===== src/rtl/xy_waypoint_seq.sv =====
// ---------------------------------------------------------------------------
// xy_waypoint_seq
//   Stores up to DEPTH BCD X/Y waypoints and plays them out to a positioner.
//   Each waypoint is presented on target, a motion request of MOTION_PULSE
//   cycles is issued, then the block waits until the positioner feedback has
//   matched the target for SETTLE consecutive cycles.  If that does not happen
//   within TIMEOUT cycles the sequence aborts with fault set.
//
//   Optional build macro: XY_WAYPOINT_SEQ_LOOP_EN
//     defined   -> after the last waypoint, done pulses and playback wraps to
//                  waypoint 0 until halt or fault.
//     undefined -> single pass, ends in DONE then IDLE.
//
// Ports
//   clk        in   single clock
//   reset      in   asynchronous, active-high reset
//   wr_en      in   append load_data to the buffer (IDLE only)
//   load_data  in   [7:0] waypoint, X in 7:4, Y in 3:0, BCD
//   clear      in   empty the buffer (IDLE only)
//   start      in   begin playback (IDLE, wp_count > 0)
//   halt       in   abort playback
//   x_pos      in   [3:0] positioner X feedback
//   y_pos      in   [3:0] positioner Y feedback
//   target     out  [7:0] current waypoint to positioner
//   motion     out  motion request
//   busy       out  sequence active
//   done       out  one-cycle completion pulse
//   fault      out  sticky: timeout, overflow or non-BCD write
//   wp_index   out  [3:0] waypoint being executed
//   wp_count   out  [4:0] number of stored waypoints
//
// State      | meaning
// -----------+-------------------------------------------------------------
// IDLE       | accept writes/clear/start; outputs held
// PRESENT    | target shows buffer[wp_index] for one cycle
// PULSE      | motion high for MOTION_PULSE cycles
// WAIT       | wait for SETTLE on-target cycles, bounded by TIMEOUT
// ADVANCE    | step to next waypoint or finish
// DONE       | done pulse, then back to IDLE
// ---------------------------------------------------------------------------
module xy_waypoint_seq #(
    parameter int DEPTH        = 8,
    parameter int MOTION_PULSE = 2,
    parameter int SETTLE       = 4,
    parameter int TIMEOUT      = 255
) (
    input  logic       clk,
    input  logic       reset,
    input  logic       wr_en,
    input  logic [7:0] load_data,
    input  logic       clear,
    input  logic       start,
    input  logic       halt,
    input  logic [3:0] x_pos,
    input  logic [3:0] y_pos,
    output logic [7:0] target,
    output logic       motion,
    output logic       busy,
    output logic       done,
    output logic       fault,
    output logic [3:0] wp_index,
    output logic [4:0] wp_count
);

    localparam int          AW        = (DEPTH > 1) ? $clog2(DEPTH) : 1;
    localparam logic [4:0]  DEPTH_C   = 5'(DEPTH);
    localparam logic [3:0]  PULSE_LD  = 4'(MOTION_PULSE - 1);
    localparam logic [3:0]  SETTLE_LD = 4'(SETTLE - 1);
    localparam logic [15:0] TMO_LD    = 16'(TIMEOUT - 1);

    typedef enum logic [2:0] {
        IDLE    = 3'd0,
        PRESENT = 3'd1,
        PULSE   = 3'd2,
        WAIT    = 3'd3,
        ADVANCE = 3'd4,
        DONE    = 3'd5
    } state_t;

    state_t      state, state_nxt;
    logic [7:0]  target_q, target_nxt;
    logic [3:0]  index_q, index_nxt;
    logic [4:0]  count_q, count_nxt;
    logic        fault_q, fault_nxt;
    logic [3:0]  pulse_cnt, pulse_nxt;
    logic [3:0]  settle_cnt, settle_nxt;
    logic [15:0] tmo_cnt, tmo_nxt;
    logic        mem_we;

    // Buffer is deliberately not reset; entries are only read below wp_count.
    logic [7:0]  mem [DEPTH];

    logic        bad_bcd;
    logic        on_target;
    logic        last_wp;
    logic [3:0]  index_inc;

    assign bad_bcd   = (load_data[7:4] > 4'd9) || (load_data[3:0] > 4'd9);
    assign on_target = (x_pos == target_q[7:4]) && (y_pos == target_q[3:0]);
    assign last_wp   = ({1'b0, index_q} == (count_q - 5'd1));
    assign index_inc = index_q + 4'd1;

    always_ff @(posedge clk or posedge reset) begin
        if (reset) begin
            state      <= IDLE;
            target_q   <= '0;
            index_q    <= '0;
            count_q    <= '0;
            fault_q    <= 1'b0;
            pulse_cnt  <= '0;
            settle_cnt <= '0;
            tmo_cnt    <= '0;
        end else begin
            state      <= state_nxt;
            target_q   <= target_nxt;
            index_q    <= index_nxt;
            count_q    <= count_nxt;
            fault_q    <= fault_nxt;
            pulse_cnt  <= pulse_nxt;
            settle_cnt <= settle_nxt;
            tmo_cnt    <= tmo_nxt;
        end
    end

    always_ff @(posedge clk) begin
        if (mem_we) begin
            mem[count_q[AW-1:0]] <= load_data;
        end
    end

    always_comb begin
        state_nxt  = state;
        target_nxt = target_q;
        index_nxt  = index_q;
        count_nxt  = count_q;
        fault_nxt  = fault_q;
        pulse_nxt  = pulse_cnt;
        settle_nxt = settle_cnt;
        tmo_nxt    = tmo_cnt;
        mem_we     = 1'b0;

        case (state)
            IDLE: begin
                // clear beats wr_en, and wr_en beats start
                if (clear) begin
                    count_nxt = '0;
                end else if (wr_en) begin
                    if ((count_q == DEPTH_C) || bad_bcd) begin
                        fault_nxt = 1'b1;
                    end else begin
                        mem_we    = 1'b1;
                        count_nxt = count_q + 5'd1;
                    end
                end else if (start && (count_q != 5'd0)) begin
                    state_nxt  = PRESENT;
                    index_nxt  = '0;
                    fault_nxt  = 1'b0;
                    target_nxt = mem[0];
                end
            end

            PRESENT: begin
                state_nxt = PULSE;
                pulse_nxt = PULSE_LD;
            end

            PULSE: begin
                if (pulse_cnt == 4'd0) begin
                    state_nxt  = WAIT;
                    settle_nxt = SETTLE_LD;
                    tmo_nxt    = TMO_LD;
                end else begin
                    pulse_nxt = pulse_cnt - 4'd1;
                end
            end

            WAIT: begin
                // arrival in the final allowed cycle still counts
                if (on_target && (settle_cnt == 4'd0)) begin
                    state_nxt = ADVANCE;
                end else begin
                    settle_nxt = on_target ? (settle_cnt - 4'd1) : SETTLE_LD;
                    if (tmo_cnt == 16'd0) begin
                        fault_nxt = 1'b1;
                        state_nxt = IDLE;
                    end else begin
                        tmo_nxt = tmo_cnt - 16'd1;
                    end
                end
            end

            ADVANCE: begin
                if (last_wp) begin
`ifdef XY_WAYPOINT_SEQ_LOOP_EN
                    index_nxt  = '0;
                    target_nxt = mem[0];
                    state_nxt  = PRESENT;
`else
                    state_nxt  = DONE;
`endif
                end else begin
                    index_nxt  = index_inc;
                    target_nxt = mem[index_inc[AW-1:0]];
                    state_nxt  = PRESENT;
                end
            end

            DONE: begin
                state_nxt = IDLE;
            end

            default: begin
                state_nxt = IDLE;
            end
        endcase

        // halt wins over arrival and timeout; nothing else changes
        if (halt && (state != IDLE)) begin
            state_nxt  = IDLE;
            fault_nxt  = fault_q;
            target_nxt = target_q;
            index_nxt  = index_q;
        end
    end

    assign target   = target_q;
    assign wp_index = index_q;
    assign wp_count = count_q;
    assign fault    = fault_q;
    assign motion   = (state == PULSE);
    assign busy     = (state != IDLE);
`ifdef XY_WAYPOINT_SEQ_LOOP_EN
    assign done     = (state == DONE) || ((state == ADVANCE) && last_wp);
`else
    assign done     = (state == DONE);
`endif

endmodule


===== config.mk =====
export PLATFORM = sky130hd
export DESIGN_NAME = xy_waypoint_seq
export DESIGN_NICKNAME = d
export VERILOG_FILES = /design/src/rtl/xy_waypoint_seq.sv
export SDC_FILE = /design/constraint.sdc
export NUM_CORES = 1
export LEC_CHECK = 0
export CAP_MARGIN = 25
export CORE_UTILIZATION = 34
export CTS_CLUSTER_DIAMETER = 80
export DETAILED_ROUTE_END_ITERATION = 12
export PLACE_DENSITY = 0.52
export SKIP_LAST_GASP = 1
export SLEW_MARGIN = 15
export SYNTH_ARGS = -nofsm -noshare
export SYNTH_HDL_FRONTEND = slang
export SYNTH_SLANG_ARGS = --single-unit

===== constraint.sdc =====
create_clock -name clk -period 3.97 [get_ports clk]
set_clock_uncertainty 0.05 [all_clocks]
set_input_delay 0.794 -clock clk [delete_from_list [all_inputs] [get_ports clk]]
set_output_delay 0.794 -clock clk [all_outputs]
set_load 0.05 [all_outputs]

==> flow_summary.yaml <==
floorplanning:
  fp-row-count: 45
  die_w_um: 127
  fp.dieH_um: 127
  initial_utilization: 0.349
  pin_count: 43
  dieArea_sq_um: 16100
  core_sq_um: 15200
clocking:
  clockRootBuffer: "clkbuf_16"
  cts.sinks: 109
  cts_tree: "yes"
  cts_setup_buffers: 0
  htreeDepth: 3
  cts_hold_buf: 0
  numCtsBuffers: 9
  clk_pin_slew_ps: 70
  cts.repair.resized: 0
  clkLatencyLatePin_ps: 350
  clock_path_buffers: 2
detailed_routing:
  drtIter0Drc: 209
  detail-route-antenna-nets: 0
  totalWireLength_um: 12100
  drc_errors: 0
  drt_first_pass_iters: 4
  wl_per_cell_um: 17.5
  vias: 3623
  viasPerCell: 5.21
critical_path:
  rr_startpoint: "wp_count[0]$_DFFE_PP0P_"
  worstPathMaxFanout: 14
  ff2ff_path_depth: 8
  crit_path_start_kind: "flip-flop"
  cp.arrival_ps: 2330
  cp-end-kind: "primary output"
  startpoint: "state[1]$_DFFE_PP0P_"
  critical_path_required_ps: 3130
  path_class: "flip-flop to primary output"
place:
  globalplace.congestion: 0.779
  dp.cells: 679
  hpwlAfterDp_um: 8720
  pre_cts_ws_ps: 451
  portBuffers: 42
synthesis:
  synth-seq-cells: 109
  synth-seq-area-share: 0.574
  synth_warnings: 0
  avgSynthCellArea_sq_um: 11.6
  synth-edff-count: 64
  netlist_instances: 458
  netlist_area_sq_um: 5310
  synth_flop_cell: "edfxtp_1"
  synth_nets: 489
  synthArstFlopShare: 0.413
  ys_types: 57
cells_and_area:
  stdcell_count: 695
  utilization: 0.413
  nNetsFinal: 533
  mostFrequentLayoutCell: "edfxtp_1"
  area_growth_syn_to_layout_pct: 18.2
  diodes: 0
  layout-drive-gt1-share: 0.0789
  final_cell_mix: "64 x edfxtp_1, 45 x dfrtp_1, 42 x clkdlybuf4s50_1"
worst_hold_path:
  min_delay_path_depth: 1
  hp-class: "flip-flop to flip-flop"
  worstHoldStart: "tmo_cnt[0]$_DFFE_PP0P_"
global_routing:
  use_met1: 0.209
  grt-busiest-layer: "met2"
  grt_pass1_wl_um: 19800
  antenna_found_initial: 0
  grtUsageTotal: 0.163
  grt_pass1_vias: 3684
  grt_max_degree: 34
  grtUsageMet3: 0.0430
  grt_overflow: 0
  grt.met2_usage: 0.264
sta:
  slew_headroom: 0.531
  final_hold_viol_count: 0
  setup_slack_ps: 796
  slew_violations: 0
  final.setup.tns_ps: 0
  final.period_utilization: 0.800
  layout_min_cycle_time_ps: 3170
  rsz0062_at_grt: "false"
  worst_pin_slew_ps: 698
  fmax_mhz: 315
  finalSetupViolCount: 0
outcome:
  status: "complete, no violations"
flow_run:
  cap_violations: 0
pwr:
  power_density_nw_per_um2: 551
  power_uw: 3460
  power_leakage_uw: 0.00234
  peakVddDrop_mv: 0.283
==> routing by layer <==
layer	wire length [um]	share of wire
met3	478	0.039
met2	5900	0.49
met5	0	0
met1	5600	0.46
met4	153	0.013
==> critical path, stage by stage (launching register included) <==
cell             delay, ps
dfrtp_1                650
nor2_2                  90
nand2_1                350
clkdlybuf4s50_1        890
==> cell families after synthesis <==
kind of cell	after synthesis	share of synthesized area
fa+ha+maj	9	0.0212
compound gates	91	0.114
flops	109	0.574
xor+xnor	29	0.0479
buf+inv	37	0.0283
simple gates	150	0.152
mux	33	0.0625
==> path summary, 6_finish.rpt <==
check                                       endpoint  slack (ps)
min in group asynchronous    wp_count[2]$_DFFE_PP0P_         790
min                           tmo_cnt[0]$_DFFE_PP0P_         450
max                                             busy         800
max reg2reg                    target[6]$_DFFE_PP0P_         890
max in group asynchronous  settle_cnt[2]$_DFFE_PP0P_        2550
min reg2reg                   tmo_cnt[0]$_DFFE_PP0P_         450
==> per-stage QoR <==
| step | cell area [sq um] | hold slack, ps |
|---|---|---|
| after floorplan | 5310 | 408 |
| after global placement | 5960 | 436 |
| after detailed placement | 5990 | 444 |
| after CTS | 6270 | 455 |
| after global routing | 6270 | 504 |
| final | 6270 | 451 |
==> power by group <==
part	switching, uW	internal (uW)
clock network	430	441
registers	155	1310
logic	702	419
==> registers in the layout (all words and copies together), names as in the netlist, 3 cells and up <==
signal	flops
wp_count	5
wp_index	4
tmo_cnt	16
state	3
settle_cnt	4
pulse_cnt	4
mem	64
target	8
==> cell usage after synthesis (all sizes together) (8+ instances only) <==
master,instances,area (sq um)
a22oi,16,120
clkbuf,15,56.3
xor2,23,201
nand4,10,62.6
nand3,15,75.1
buf,8,41.3
edfxtp,64,1920
inv,14,52.6
mux2i,32,320
ha,9,113
a21oi,23,115
dfrtp,45,1130
nand2,34,128
nor2,35,134
o21ai,24,120
nor3,9,45.0
==> final cells by class <==
class	count	area (sq um)
Multi-Input combinational cell	312	2110
Timing Repair Buffer	56	546
Clock buffer	10	229
Clock inverter	6	53.8
Inverter	14	52.6
Fill cell	1465	8930
Sequential cell	109	3050
Tap cell	188	235
(Power assumes the default switching activity.)
